--- config.mk ---
export PLATFORM = sky130hd
export DESIGN_NAME = mem_addr_stepper
export DESIGN_NICKNAME = d
export VERILOG_FILES = /design/src/rtl/disp_pkg.sv /design/src/rtl/sync_edge_det.sv /design/src/rtl/mem_addr_stepper.sv
export SDC_FILE = /design/constraint.sdc
export NUM_CORES = 1
export LEC_CHECK = 0
export BUFFER_PORTS_ARGS = -buffer_cell sky130_fd_sc_hd__buf_4
export CAP_MARGIN = 15
export CORE_MARGIN = 3
export CORE_UTILIZATION = 49
export CTS_CLUSTER_SIZE = 25
export DETAILED_ROUTE_END_ITERATION = 6
export PLACE_DENSITY = 0.71
export SLEW_MARGIN = 30
export SYNTH_ARGS = -nofsm -noshare
export SYNTH_HDL_FRONTEND = slang
export SYNTH_HIERARCHICAL = 1
export SYNTH_SLANG_ARGS = --single-unit
--- constraint.sdc ---
create_clock -name clk -period 1.55 [get_ports clk]
set_input_delay 0.0775 -clock clk [delete_from_list [all_inputs] [get_ports clk]]
set_output_delay 0.0775 -clock clk [all_outputs]
set_load 0.01 [all_outputs]
--- src/rtl/disp_pkg.sv ---
// Shared display-path definitions: stepper FSM state width, encodings and
// the next-state rule shared by every state-machine user.
package disp_pkg;

    localparam int STATE_W = 2;

    localparam logic [STATE_W-1:0] S_IDLE   = 2'd0;
    localparam logic [STATE_W-1:0] S_AUTO   = 2'd1;
    localparam logic [STATE_W-1:0] S_MANUAL = 2'd2;

    // Valid states follow run_en/mode directly; the unused code falls back to idle.
    function automatic logic [STATE_W-1:0] next_state(
        input logic [STATE_W-1:0] cur,
        input logic               run_en,
        input logic               mode
    );
        logic [STATE_W-1:0] nxt;
        nxt = S_IDLE;
        case (cur)
            S_IDLE, S_AUTO, S_MANUAL: nxt = !run_en ? S_IDLE : (mode ? S_MANUAL : S_AUTO);
            default:                  nxt = S_IDLE;
        endcase
        return nxt;
    endfunction

endpackage

--- src/rtl/sync_edge_det.sv ---
// Two-flop synchroniser with history register; outputs the synchronised level
// and a registered one-cycle pulse on each rising edge of it.
module sync_edge_det #(
    parameter logic RST_VAL = 1'b0
) (
    input  logic clk,
    input  logic rst,
    input  logic din,
    output logic level,
    output logic rise
);

    logic sync1;
    logic sync2;
    logic hist;

    // NOTE: sequential state uses non-blocking assignments so every flop samples pre-edge values.
    always_ff @(posedge clk) begin
        if (rst) begin
            sync1 <= RST_VAL;
            sync2 <= RST_VAL;
            hist  <= RST_VAL;
            rise  <= 1'b0;
        end else begin
            sync1 <= din;
            sync2 <= sync1;
            hist  <= sync2;
            rise  <= sync2 & ~hist;
        end
    end

    assign level = sync2;

endmodule

--- src/rtl/mem_addr_stepper.sv ---
// Memory-viewer address walker: advances on slow_clk ticks (auto) or button
// presses (manual). Define STEP_DEBOUNCE_EN to debounce step_btn over DEB_CYCLES clocks.
module mem_addr_stepper
    import disp_pkg::*;
#(
    parameter int ADDR_W     = 5,
    parameter int LAST_ADDR  = 31,
    parameter int DEB_CYCLES = 500000
) (
    input  logic               clk,
    input  logic               rst,
    input  logic               slow_clk,
    input  logic               run_en,
    input  logic               mode,
    input  logic               step_btn,
    input  logic               clr_addr,
    output logic [ADDR_W-1:0]  addr,
    output logic               addr_stb,
    output logic               wrap,
    output logic [STATE_W-1:0] state
);

    logic tick;
    logic step;
    logic slow_level_unused;

    // Resetting high means a slow_clk already high at release is not seen as a rise.
    sync_edge_det #(.RST_VAL(1'b1)) u_slow_sync (
        .clk   (clk),
        .rst   (rst),
        .din   (slow_clk),
        .level (slow_level_unused),
        .rise  (tick)
    );

`ifdef STEP_DEBOUNCE_EN
    localparam int CNT_W = $clog2(DEB_CYCLES + 1);

    logic             btn_level;
    logic             btn_rise_unused;
    logic [CNT_W-1:0] deb_cnt;
    logic             btn_deb;
    logic             btn_deb_q;

    sync_edge_det #(.RST_VAL(1'b0)) u_btn_sync (
        .clk   (clk),
        .rst   (rst),
        .din   (step_btn),
        .level (btn_level),
        .rise  (btn_rise_unused)
    );

    // A level change is accepted only after it has held for DEB_CYCLES clocks.
    always_ff @(posedge clk) begin
        if (rst) begin
            deb_cnt   <= '0;
            btn_deb   <= 1'b0;
            btn_deb_q <= 1'b0;
        end else begin
            btn_deb_q <= btn_deb;
            if (btn_level == btn_deb) begin
                deb_cnt <= '0;
            end else if (deb_cnt == CNT_W'(DEB_CYCLES - 1)) begin
                btn_deb <= btn_level;
                deb_cnt <= '0;
            end else begin
                deb_cnt <= deb_cnt + 1'b1;
            end
        end
    end

    assign step = btn_deb & ~btn_deb_q;
`else
    localparam int DEB_CYCLES_UNUSED = DEB_CYCLES;

    logic btn_level_unused;

    sync_edge_det #(.RST_VAL(1'b0)) u_btn_sync (
        .clk   (clk),
        .rst   (rst),
        .din   (step_btn),
        .level (btn_level_unused),
        .rise  (step)
    );
`endif

    logic              advance;
    logic              at_last;
    logic [ADDR_W-1:0] addr_inc;

    // Decided from the state held before this edge's transition.
    assign advance  = ((state == S_AUTO) && tick) || ((state == S_MANUAL) && step);
    assign at_last  = (addr == ADDR_W'(LAST_ADDR));
    assign addr_inc = at_last ? '0 : addr + 1'b1;

    always_ff @(posedge clk) begin
        if (rst) begin
            addr     <= '0;
            addr_stb <= 1'b0;
            wrap     <= 1'b0;
            state    <= S_IDLE;
        end else begin
            state    <= next_state(state, run_en, mode);
            addr_stb <= 1'b0;
            wrap     <= 1'b0;
            if (clr_addr) begin
                addr     <= '0;
                addr_stb <= (addr != '0);
            end else if (advance) begin
                addr     <= addr_inc;
                addr_stb <= 1'b1;
                wrap     <= at_last;
            end
        end
    end

endmodule

; ---- Yosys cells after proc, flatten, opt, wreduce, memory -nomap -nowiden
; Index checks and enable logic that the tools add are counted.
[totals]
out_inout_bits = 9
wordCells = 36
input_bits = 7
reg_bits = 17
[op_classes]
eq_ne = 3
reduce_logical = 9
muxes = 4
bitwise = 7
add_sub_neg = 1
[op_table]
columns = operator, count
row1 = $reduce_or 3->1, 3
row2 = $add 5x1->5 const B, 1
row3 = $eq 5x5->1 const B, 1
row4 = $mux 5, 1
row5 = $not 1->1, 5
row6 = $reduce_bool 5->1, 1
row7 = $and 1x1->1, 2
row8 = $eq 2x1->1 const B, 1
row9 = $eq 2x2->1 const B, 1
row10 = $logic_and 1x1->1, 2
row11 = $logic_not 2->1, 1
row12 = $mux 1, 2
row13 = $mux 2, 1
row14 = $reduce_or 2->1, 1
row15 = $logic_or 1x1->1, 1

; ---- Logic depth before layout (Yosys ltp)
[logic_depth]
ltp_word = 5
mapped_depth = 6
ltp_nobuf = 6

; ---- Cells and area by module
; Netlist, hierarchy kept.
[by_module_without_submodules]
columns = mod, area_per_inst_um2, cells_per_inst, instances, seq_area_each_um2
row1 = mem_addr_stepper, 457.9, 51, 1, 180.2
row2 = sync_edge_det (u_btn_sync), 111.4, 8, 1, 80.1
row3 = sync_edge_det (u_slow_sync), 106.4, 8, 1, 80.1

; ---- Worst setup path after synthesis
; Ideal clock, no wire load.
[synth_path]
path_type = register to register
from = register addr[0]
to = register addr[2]
synth_period_minus_slack_ns = 1.428
setup_time_ns = 0.117
path_buffers = 0
arrival_time_ns = 1.311
path_slack_ns = 0.122
required_time_ns = 1.433
stages_incl_launch_ff = 6
path_cell_list = dfxtp_1 ha_1 and3_1 ha_1 o22ai_1 a32o_1
[synth_via]
elab_chain_len = 2
elab_cells_between_ends = 3
classes_between = add/sub (1) / eq/ne (1) / mux (1)
[synth_lines]
columns = item, line_no
row1 = start: declaration, mem_addr_stepper.sv:17  ; output logic [ADDR_W-1:0] addr,
row2 = start signal: assignment, mem_addr_stepper.sv:110  ; addr <= addr_inc;
row3 = $eq 5x5->1, mem_addr_stepper.sv:93  ; assign at_last = (addr == ADDR_W'(LAST_ADDR));
row4 = via at_last, mem_addr_stepper.sv:88  ; logic at_last;
row5 = $mux 5, mem_addr_stepper.sv:94  ; assign addr_inc = at_last ? '0 : addr + 1'b1;
; The timed path passes the listed nets, and every way through them passes these cells.
; A chain may end at the register's enable or synchronous reset.

; ---- Worst setup path in the final report
; Same ends and word-level chain as after synthesis.

==> results.txt <==
share of the synthesized area in the top cell type - 50.4%
DPL Wire Length - 949 um
Arr. time, crit path - 1.63 ns
Starting Density - 56.3%
diode count - 0
Finished Layout Cells - 104
crit start category - flip-flop
Mapped Cells - 67
mux share of post-synthesis cell area - 0%
CTS max path bufs - 2
vias in the first global route - 537
Die H - 43.1 um
area of the multi-input gates - 312 um2
Cells after DPL - 96
Leakage - 0.383 nW
Final period util - 93.0%
DRT iter0 DRCs - 22
IR drop worst, VDD - 0.875 mV
Compound-Gate Fraction of Synth Area - 12.8%
share of cells above drive strength 1 - 25.6%
filler cell count - 97
status - complete, no violations
die area - 0.00186 mm2
CTS tree - built
Mean Syn Cell Area - 10.1 um2
Slowest Stage Delay on Critical Path - 0.34 ns
post-synthesis cell type count - 28
CP max FO - 6
gr usage total - 16.5%
total setup buffers inserted after CTS - 0
final WL - 1.27 mm
Reg clk slew, reported paths - 0.09 ns
I/O Buffers - 15
Fmax - 0.694 GHz
max_cap viols - 0
Pwr Density - 836 mW/mm2
max_slew headroom - 80.8%
final number of setup-violating endpoints - 0
CP cell instances - ha_1 > and3_1 > ha_1 > o22ai_1 > a32o_1
RD Place Congestion - 0.734
Register Area - 340 um2
post-synthesis sequential area ratio - 50.4%
Adder-Cell Fraction of Synth Area - 5.56%
final worst path period need - 1.44 ns
I/O pins - 16
worst min path class - primary input to flip-flop
Worst path most repeated cell - ha_1
Post-Synth Simple-Gate Area - 27.8%
H-tree levels - 1
drt wl/cell - 12.2 um
largest area contributor in the netlist - dfxtp_1
Nets - 101
hold_buf cts - 4
area delta synth->final - 29.1%
first-pass GRT wire length - 2.29 mm
endpoints failing hold - 0
worst hold slack - 0.0416 ns
pin count of the biggest net entering global routing - 14
total power - 0.729 mW
Skew-Pair Late Insertion Delay - 0.28 ns
Yosys Warn Count - 6
RSZ-0062 raised after global routing - no
Yosys reg bits - 17
die span in x - 43.1 um
largest family of logic cells by synthesized area - simple AND/OR/NAND/NOR gates
initial antenna violation count - 0
Synth Area in XOR/XNOR - 0%
CTS Buf Count - 3
Remaining DRCs - 0
vias - 559
CP required - 1.74 ns
num rows - 12
Mapped Area - 676 um2
number of iterations in the first detailed-routing pass - 4
Core Region - 0.00120 mm2
Slew Limit Fails - 0
Fin Setup TNS - 0 ns
Root Buffer - clkbuf_4
gr ovfl total - 0
crit path kind - flip-flop to flip-flop
Critical Path End Type - flip-flop
worst clock skew - 0.000510 ns
ANT nets after route - 0
critical path's slowest cell - dfxtp_1
Worst Max-Slew Pin Slew - 0.287 ns
post-CTS sizing - 0
ranking of synthesized cells by area - dfxtp_1 (50%), ha_1 (5.6%), a21oi_1 (3.7%), nor2b_1 (2.8%), or2_1 (2.8%)
syn_nets - 77
Via-to-Cell Ratio - 5.38
clk sinks - 17
==> report_power, final <==
part	total (mW)	switching (mW)	leakage [nW]	internal, mW
Sequential	0.452	0.00512	0.139	0.447
Clock	0.229	0.133	0.0177	0.0959
Combinational	0.0476	0.0181	0.226	0.0295
Total	0.729	0.157	0.383	0.572
==> cells in the final DEF, fill, tap and decap left out, drive strengths merged <==
cell type    instances
dfxtp               17
buf                 17
a21oi                5
dlygate4sd3          4
o21ai                4
or2                  4
nand3                3
nor2                 3
nand2                3
ha                   3
clkbuf               3
nor2b                3
nor3b                3
and3                 2
inv                  2
nand3b               2
and3b                2
o22a                 1
o2111ai              1
nor4b                1
nor3                 1
a211oi               1
and4b                1
nor4bb               1
o22ai                1
a32o                 1
clkinv               1
==> Yosys cell counts <==
library cell / count
dfxtp_1: 17
a21oi_1: 5
ha_1: 3
nand2_1: 3
nand3_1: 3
nor2_1: 3
nor2b_1: 3
o21ai_0: 3
or2_1: 3
and3_1: 2
and3b_1: 2
inv_1: 2
nand3b_1: 2
nor3b_1: 2
a211oi_1: 1
a32o_1: 1
and4b_1: 1
buf_6: 1
clkbuf_2: 1
nor3_1: 1
nor3b_2: 1
nor4b_1: 1
nor4bb_1: 1
o2111ai_1: 1
o21ai_1: 1
o22a_1: 1
o22ai_1: 1
or2_2: 1
==> routing by layer <==
layer	part of all wire, %	wire length (um)	up-vias	GRT usage, %
met4	1.1	14	0	5.42
met3	7.1	91	2	6.36
met1	45	567	251	19.7
li1	-	-	287	-
met5	0	0	-	0
met2	47	599	19	26.8
==> cell type report <==
type	instances	share of cell area, %
Sequential cell	17	39.0
Multi-Input combinational cell	46	35.7
Tap cell	14	2.01
Clock inverter	1	0.574
Clock buffer	3	2.58
Inverter	2	0.861
Timing Repair Buffer	21	19.2
==> logic make-up (layout without fill, tap and decap cells) <==
family	count (synthesis)	count (layout)
DFF	17	17
AOI/OAI and AO/OA	14	14
and+or+nand+nor	29	29
adders and majority gates	3	3
buffers and inverters	4	27
==> flip-flops by register name (all words and copies together), names as in the netlist <==
name               count
addr                   5
u_slow_sync/sync1      1
u_slow_sync/level      1
u_btn_sync/hist        1
wrap                   1
u_slow_sync/hist       1
state                  2
u_btn_sync/level       1
u_btn_sync/rise        1
addr_stb               1
u_btn_sync/sync1       1
u_slow_sync/rise       1
==> worst paths after layout <==
path                         start  slack (ns)               end  cells after the start
hold reg to reg   u_slow_sync/hist        0.40  u_slow_sync/rise                      1
setup / recovery           addr[0]        0.11           addr[2]                      5
setup reg to reg           addr[0]        0.11           addr[2]                      5
hold / removal                 rst        0.04   u_btn_sync/rise                      2
==> worst max-delay path: cells and delay by family, from the launching register on <==
kind	cells	cell delay, ns
adder cells (fa/ha/maj)	2	0.46
AND/OR/NAND/NOR	1	0.18
flip-flops	1	0.34
AO/OA/AOI/OAI	2	0.37
==> metrics by stage <==
step,util [%],worst slack (ns),instance area [um2]
2_1_floorplan,-,0.122,676
3_3_place_gp,67.0,0.199,805
3_5_place_dp,67.0,0.134,805
4_1_cts,72.6,0.115,872
5_1_grt,72.6,0.0421,872
6_report,72.6,0.108,872
Power figures use the tool's default switching activity.
